File: config.mk
export PLATFORM = sky130hd
export DESIGN_NAME = zxw_seq_div
export DESIGN_NICKNAME = d
export VERILOG_FILES = /design/src/rtl/zxw_seq_div.sv
export SDC_FILE = /design/constraint.sdc
export NUM_CORES = 1
export LEC_CHECK = 0
export BUFFER_PORTS_ARGS = -buffer_cell sky130_fd_sc_hd__buf_2
export CORE_MARGIN = 5
export CORE_UTILIZATION = 35
export DETAILED_ROUTE_END_ITERATION = 12
export GPL_TIMING_DRIVEN = 1
export PLACE_DENSITY = 0.51
export SYNTH_ARGS = -nofsm -noshare
export SYNTH_HDL_FRONTEND = slang
export SYNTH_SLANG_ARGS = --single-unit
File: constraint.sdc
create_clock -name clk -period 3.3 [get_ports clk]
set_clock_uncertainty 0.1 [all_clocks]
set_input_delay 0.165 -clock clk [delete_from_list [all_inputs] [get_ports clk]]
set_output_delay 0.165 -clock clk [all_outputs]
set_load 0.01 [all_outputs]
File: src/rtl/zxw_seq_div.sv
// Multi-cycle unsigned restoring divider: one quotient bit per cycle, MSB first.
// Each trial subtraction reuses a ripple adder with an inverted divisor and carry-in of 1.
module zxw_seq_div #(
  parameter int N = 4
) (
  input  logic         clk,
  input  logic         resetn,
  input  logic         start,
  input  logic [N-1:0] dividend,
  input  logic [N-1:0] divisor,
  output logic         busy,
  output logic         done,
  output logic [N-1:0] quotient,
  output logic [N-1:0] remainder,
  output logic         div_by_zero
);

  localparam int CW = $clog2(N + 1);

  typedef enum logic [1:0] {IDLE, RUN, FIN} state_t;

  state_t          state_reg, state_next;
  logic [N:0]      r_reg;
  logic [N-1:0]    q_reg, d_reg;
  logic [CW-1:0]   count_reg;
  logic            done_reg, dz_reg;
  logic [N-1:0]    quotient_reg, remainder_reg;

  logic [N:0]      r_shift, sub_b, trial;
  logic [N+1:0]    carry;
  logic            no_borrow, last_iter;

  // Partial remainder after shifting in the next dividend bit.
  assign r_shift = {r_reg[N-1:0], q_reg[N-1]};
  assign sub_b   = ~{1'b0, d_reg};
  assign carry[0] = 1'b1;

  genvar gi;
  generate
    for (gi = 0; gi <= N; gi++) begin : g_rca
      assign trial[gi]     = r_shift[gi] ^ sub_b[gi] ^ carry[gi];
      assign carry[gi + 1] = (r_shift[gi] & sub_b[gi]) | (carry[gi] & (r_shift[gi] ^ sub_b[gi]));
    end
  endgenerate

  assign no_borrow = carry[N+1];
  assign last_iter = (count_reg == CW'(N - 1));

  always_comb begin
    state_next = state_reg;
    case (state_reg)
      IDLE: if (start) state_next = (divisor != '0) ? RUN : FIN;
      RUN:  if (last_iter) state_next = FIN;
      FIN:  state_next = IDLE;
      default: state_next = IDLE;
    endcase
  end

  always_ff @(posedge clk or negedge resetn) begin
    if (!resetn) begin
      state_reg     <= IDLE;
      r_reg         <= '0;
      q_reg         <= '0;
      d_reg         <= '0;
      count_reg     <= '0;
      done_reg      <= 1'b0;
      dz_reg        <= 1'b0;
      quotient_reg  <= '0;
      remainder_reg <= '0;
    end else begin
      state_reg <= state_next;
      done_reg  <= 1'b0;
      case (state_reg)
        IDLE: begin
          if (start) begin
            d_reg     <= divisor;
            q_reg     <= dividend;
            r_reg     <= '0;
            count_reg <= '0;
            dz_reg    <= 1'b0;
          end
        end
        RUN: begin
          r_reg     <= no_borrow ? trial : r_shift;
          q_reg     <= (q_reg << 1) | N'(no_borrow);
          count_reg <= count_reg + CW'(1);
        end
        FIN: begin
          done_reg <= 1'b1;
          // A zero divisor skipped RUN, so q_reg still holds the original dividend.
          if (d_reg == '0) begin
            quotient_reg  <= '1;
            remainder_reg <= q_reg;
            dz_reg        <= 1'b1;
          end else begin
            quotient_reg  <= q_reg;
            remainder_reg <= r_reg[N-1:0];
          end
        end
        default: ;
      endcase
    end
  end

  assign busy        = (state_reg == RUN);
  assign done        = done_reg;
  assign quotient    = quotient_reg;
  assign remainder   = remainder_reg;
  assign div_by_zero = dz_reg;

endmodule

; After elaboration in Yosys (flattened, before gate mapping)
; Cells that the tools add are included.
; W data, S select, Z words.
[word_totals]
regBits = 27
input_bits = 11
word_cells = 67
[classes]
eq_ne = 6
addsub = 1
mux = 17
n_reduce_logical = 9
n_bitwise = 25
[ops]
columns = operator, n
row1 = $mux W4, 5
row2 = $pmux W4 S2, 2
row3 = $and A1 B1 Y1, 9
row4 = $xor A1 B1 Y1, 8
row5 = $mux W2, 3
row6 = $pmux W3 S2, 1
row7 = $reduce_and A2 Y1, 3
row8 = $not A4 Y5, 1
row9 = $or A1 B1 Y1, 5
row10 = $logic_not A4 Y1, 1
row11 = $ne A2 B2 Y1 const B, 2
row12 = $or A4 B1 Y4, 1
row13 = $pmux W2 S2, 1
row14 = $reduce_bool A2 Y1, 2
row15 = $reduce_bool A4 Y1, 1
row16 = $add A3 B1 Y3 const B, 1
row17 = $eq A3 B2 Y1 const B, 1
row18 = $mux W1, 3
row19 = $mux W3, 1
row20 = $reduce_and A3 Y1, 1
row21 = $eq A2 B1 Y1 const B, 1
row22 = $eq A2 B2 Y1 const B, 1
row23 = $logic_not A2 Y1, 1
row24 = $ne A2 B1 Y1 const B, 1
row25 = 2 further kinds, 2

; Longest topological paths before layout
[logic_depth]
word_depth = 13
depth_mapped = 9
depth_no_buf = 8

; Least setup slack after synthesis
; Ideal clock, no wire load.
[synth_path]
path_kind = register to register
start = register q_reg[3]
end = register r_reg[1]
slack_ns = 0.776
setup_time_ns = 0.121
path_stages_with_launch = 10
arrival_time_ns = 2.303
period_less_slack_ns = 2.524
cell_sequence = dfrtp_1 inv_1 ha_1 fa_1 fa_1 fa_1 nand2b_1 clkbuf_1 mux2i_1 a22o_1
[synth_between]
elab_chain_cells = 12
[synth_rtl]
columns = item, line_no
row1 = start: declaration, 24  ; logic [N-1:0] q_reg, d_reg;
row2 = start signal: assignment, 77  ; q_reg <= dividend;
row3 = start signal: assignment, 85  ; q_reg <= (q_reg << 1) | N'(no_borrow);
row4 = $and A1 B1 Y1 or $xor A1 B1 Y1 (tied branches), 42  ; assign carry[gi + 1] = (r_shift[gi] & sub_b[gi]) | (carry[gi] & (r_shift[gi] ^ sub_b[gi]));
row5 = $or A1 B1 Y1 (*), 42
row6 = $and A1 B1 Y1, 42
row7 = $or A1 B1 Y1, 42
row8 = $and A1 B1 Y1, 42
row9 = $or A1 B1 Y1, 42
row10 = $and A1 B1 Y1, 42
row11 = $or A1 B1 Y1, 42
row12 = $and A1 B1 Y1, 42
row13 = $or A1 B1 Y1, 42
row14 = $mux W4 (*), 84  ; r_reg <= no_borrow ? trial : r_shift;
row15 = $pmux W4 S2 (*), 73  ; case (state_reg)
row16 = end signal: assignment, 84
row17 = end: declaration, 23  ; logic [N:0] r_reg;
; Mark *: on every way between the ends. The rest lies on a longest branch, timed or not.
; A chain may end at the register's enable or synchronous reset.

; Final worst setup path
[layout_path]
start = register q_reg[3]
end = register r_reg[2]
[layout_between]
elab_chain_cells = 12
[layout_rtl]
columns = item, line_no
row1 = $and A1 B1 Y1 or $xor A1 B1 Y1 (tied branches), 42
row2 = $or A1 B1 Y1 (*), 42
row3 = $and A1 B1 Y1 (*), 42
row4 = $or A1 B1 Y1 (*), 42
row5 = $and A1 B1 Y1, 42
row6 = $or A1 B1 Y1, 42
row7 = $and A1 B1 Y1, 42
row8 = $or A1 B1 Y1, 42
row9 = $and A1 B1 Y1, 42
row10 = $or A1 B1 Y1, 42
row11 = $mux W4 (*), 84
row12 = $pmux W4 S2 (*), 73
; Marks and branches as above.

==> impl_metrics.ini <==
[run_status]
status = completed

[logic_synthesis]
ys_top_cells_by_count = dfrtp_1, nand2_1, o21ai_0
syn_inst = 114
synth_area_mm2 = 0.001281
yosysTopAreaCell = dfrtp_1
ys.flop_type = dfrtp_1
synthMostInstantiatedCell = dfrtp_1
yosysWarnings = 0
yosys-top-cells-area = dfrtp_1, mux2i_1, nand2_1
synthDistinctLibCells = 29
avgSynthCellArea_um2 = 11.24
syn-num-nets = 131
synth_edf_count = 0
async_flop_share_pct = 100.0
yosysSeqAreaShare_pct = 52.73
synth.top_cell.area_share_pct = 52.73
synth.ff_latch_count = 27

[die]
die_area_mm2 = 0.004971
pin_count = 22
die_width_um = 70.51
start_util_pct = 35.53
fp.coreArea_mm2 = 0.003606
core.rowCount = 22
die_h_um = 70.51

[sta]
timing.setup.tns_ns = 0
hold_viol = 0
setup_violations = 0
fin_crit_ns = 2.585
slew_viol_final = 0
fin_hold_ws_ns = 0.02143
relSlewSlack_pct = 59.30
fmax_ghz = 0.3868
min_period_over_period_pct = 78.34
rsz0062_at_grt = no
worst_slew_pin_slew_ns = 0.6059

[global_route]
grt_max_degree = 28
grt_busiest_layer = met1
grt.total_usage_pct = 11.26
grtUsageMet2_pct = 16.22
grtUsageMet3_pct = 3.022
antenna_found_initial = 0
globalRouteOverflowTotal = 0
grt_use_met1_pct = 16.82
grt_pass1_vias = 902
grt_first_pass_wirelength_um = 4450

[route]
dr.pass1.iters = 4
drt-wirelength-per-cell_um = 14.00
wirelength_um = 2590
vias_per_cell = 4.854
drc = 0
drt_iter0_drc = 34
vias = 898
drtAntennaViolNets = 0

[clocking]
cts_resized = 0
htreeDepth = 1
root_buffer = clkbuf_8
cts_buffer_depth = 2
cts_sinks = 27
cts_buffers = 3
path_clk_slew_ns = 0.09
cts_tree = yes
clock_latency_ns = 0.27
cts_setup_buffers = 0

[pwr]
power_density_mw_per_mm2 = 935.2
peakVddDrop_mv = 0.4041
p_leak_nw = 0.7277

[final_layout]
syn_to_final_growth_pct = 16.41
insertedDiodeCount = 0
drive_gt1_share_pct = 23.36
fin_nets = 155

[place]
dpl.hpwl_um = 1976
routabilityCongestion = 0.7811
portBuffers = 21

[setup_path]
critPathKind = reg -> reg
cp.arrival_ns = 2.70
timing.rr.end = r_reg[2]
crit_end = r_reg[2]
critPathCaptureType = register
rr_worst_depth = 8
cp.required_ns = 3.42
rrSetupSlack_ns = 0.71
cp-start-kind = register
r2r_start = q_reg[3]
crit_start = q_reg[3]
path_max_fanout = 6

[job]
drv_cap = 0

[hold_path]
hp-class = in -> reg
through the flow:
stage	utilization [%]	instances	worst slack, ns	cell area [um2]	power [W]
2_1_floorplan	-	114	0.7759	1281	0.001048
3_3_place_gp	39.80	180	0.7617	1435	0.001215
3_5_place_dp	39.80	180	0.7144	1435	0.001232
4_1_cts	41.36	185	0.6904	1491	0.001420
5_1_grt	41.36	185	0.5883	1491	0.001534
6_report	41.36	185	0.7148	1491	0.001395
layout by cell type (no fill, tap or decap), drive strengths merged:
cell type	synthesis	layout
dfrtp	27	27
buf	0	21
nand2	19	19
o21ai	14	14
mux2i	8	8
inv	7	7
a22o	5	5
nand2b	4	4
mux2	4	4
a21oi	3	3
fa	3	3
ha	3	3
clkbuf	3	3
and3b	2	2
nor4	2	2
nor2b	2	2
o21bai	1	1
o22ai	1	1
and2	1	1
nor2	1	1
o31ai	1	1
nand3b	1	1
a2bb2oi	1	1
a22oi	1	1
clkinv	0	1
dlygate4sd3	0	1
cells by family (layout without fill, tap and decap cells):
| logic type | Yosys count | in the layout | synth area share [%] |
|---|---|---|---|
| AO/OA/AOI/OAI | 27 | 27 | 13.38 |
| adder cells (fa/ha/maj) | 6 | 6 | 7.618 |
| buffers and inverters | 10 | 33 | 2.929 |
| flip-flops | 27 | 27 | 52.73 |
| multiplexers | 12 | 12 | 9.766 |
| AND/OR/NAND/NOR | 32 | 32 | 13.58 |
where the power goes:
group          total (W)  switching [W]  internal, W  leakage, nW
clock           0.000189       0.000105    0.0000846       0.0255
sequential      0.000614       0.000140     0.000475        0.342
combinational   0.000591       0.000306     0.000285        0.361
critical path: stages, from the launching register on:
cell      delay (ns)
dfrtp_1         0.42
inv_1           0.08
ha_1            0.21
fa_1            0.38
fa_1            0.39
fa_1            0.37
nand2b_1        0.24
mux2i_1         0.22
a22o_1          0.13
layer usage:
metal | wire (um) | vias to the layer above
met5 | 0 | -
met4 | 10 | 0
met3 | 133 | 2
met2 | 1152 | 23
met1 | 1293 | 431
li1 | - | 442
layout make-up:
| class | instances | area [um2] |
|---|---|---|
| fill | 376 | 2115 |
| sequential | 27 | 675.6 |
| multi-input combinational | 77 | 568.0 |
| timing repair buffer | 22 | 115.1 |
| tap | 48 | 60.06 |
| clock buffer | 3 | 41.29 |
| inverter | 7 | 26.28 |
| clock inverter | 1 | 5.005 |
how the worst min path moves through the flow:
stage,startpoint,end,cells after the start
final,divisor[2],d_reg[2],2
after global routing,divisor[3],d_reg[3],2
after CTS,divisor[2],d_reg[2],2
after detailed placement,resetn,remainder[1],1
after global placement,resetn,remainder[1],1
after floorplan,resetn,count_reg[0],0
what timing repair did:
item | 4_1_cts | 5_1_grt
hold endpoints to repair | 27 | 0
setup endpoints to repair | 0 | 0
hold buffers | 1 | 0
Power figures use the tool's default switching activity.
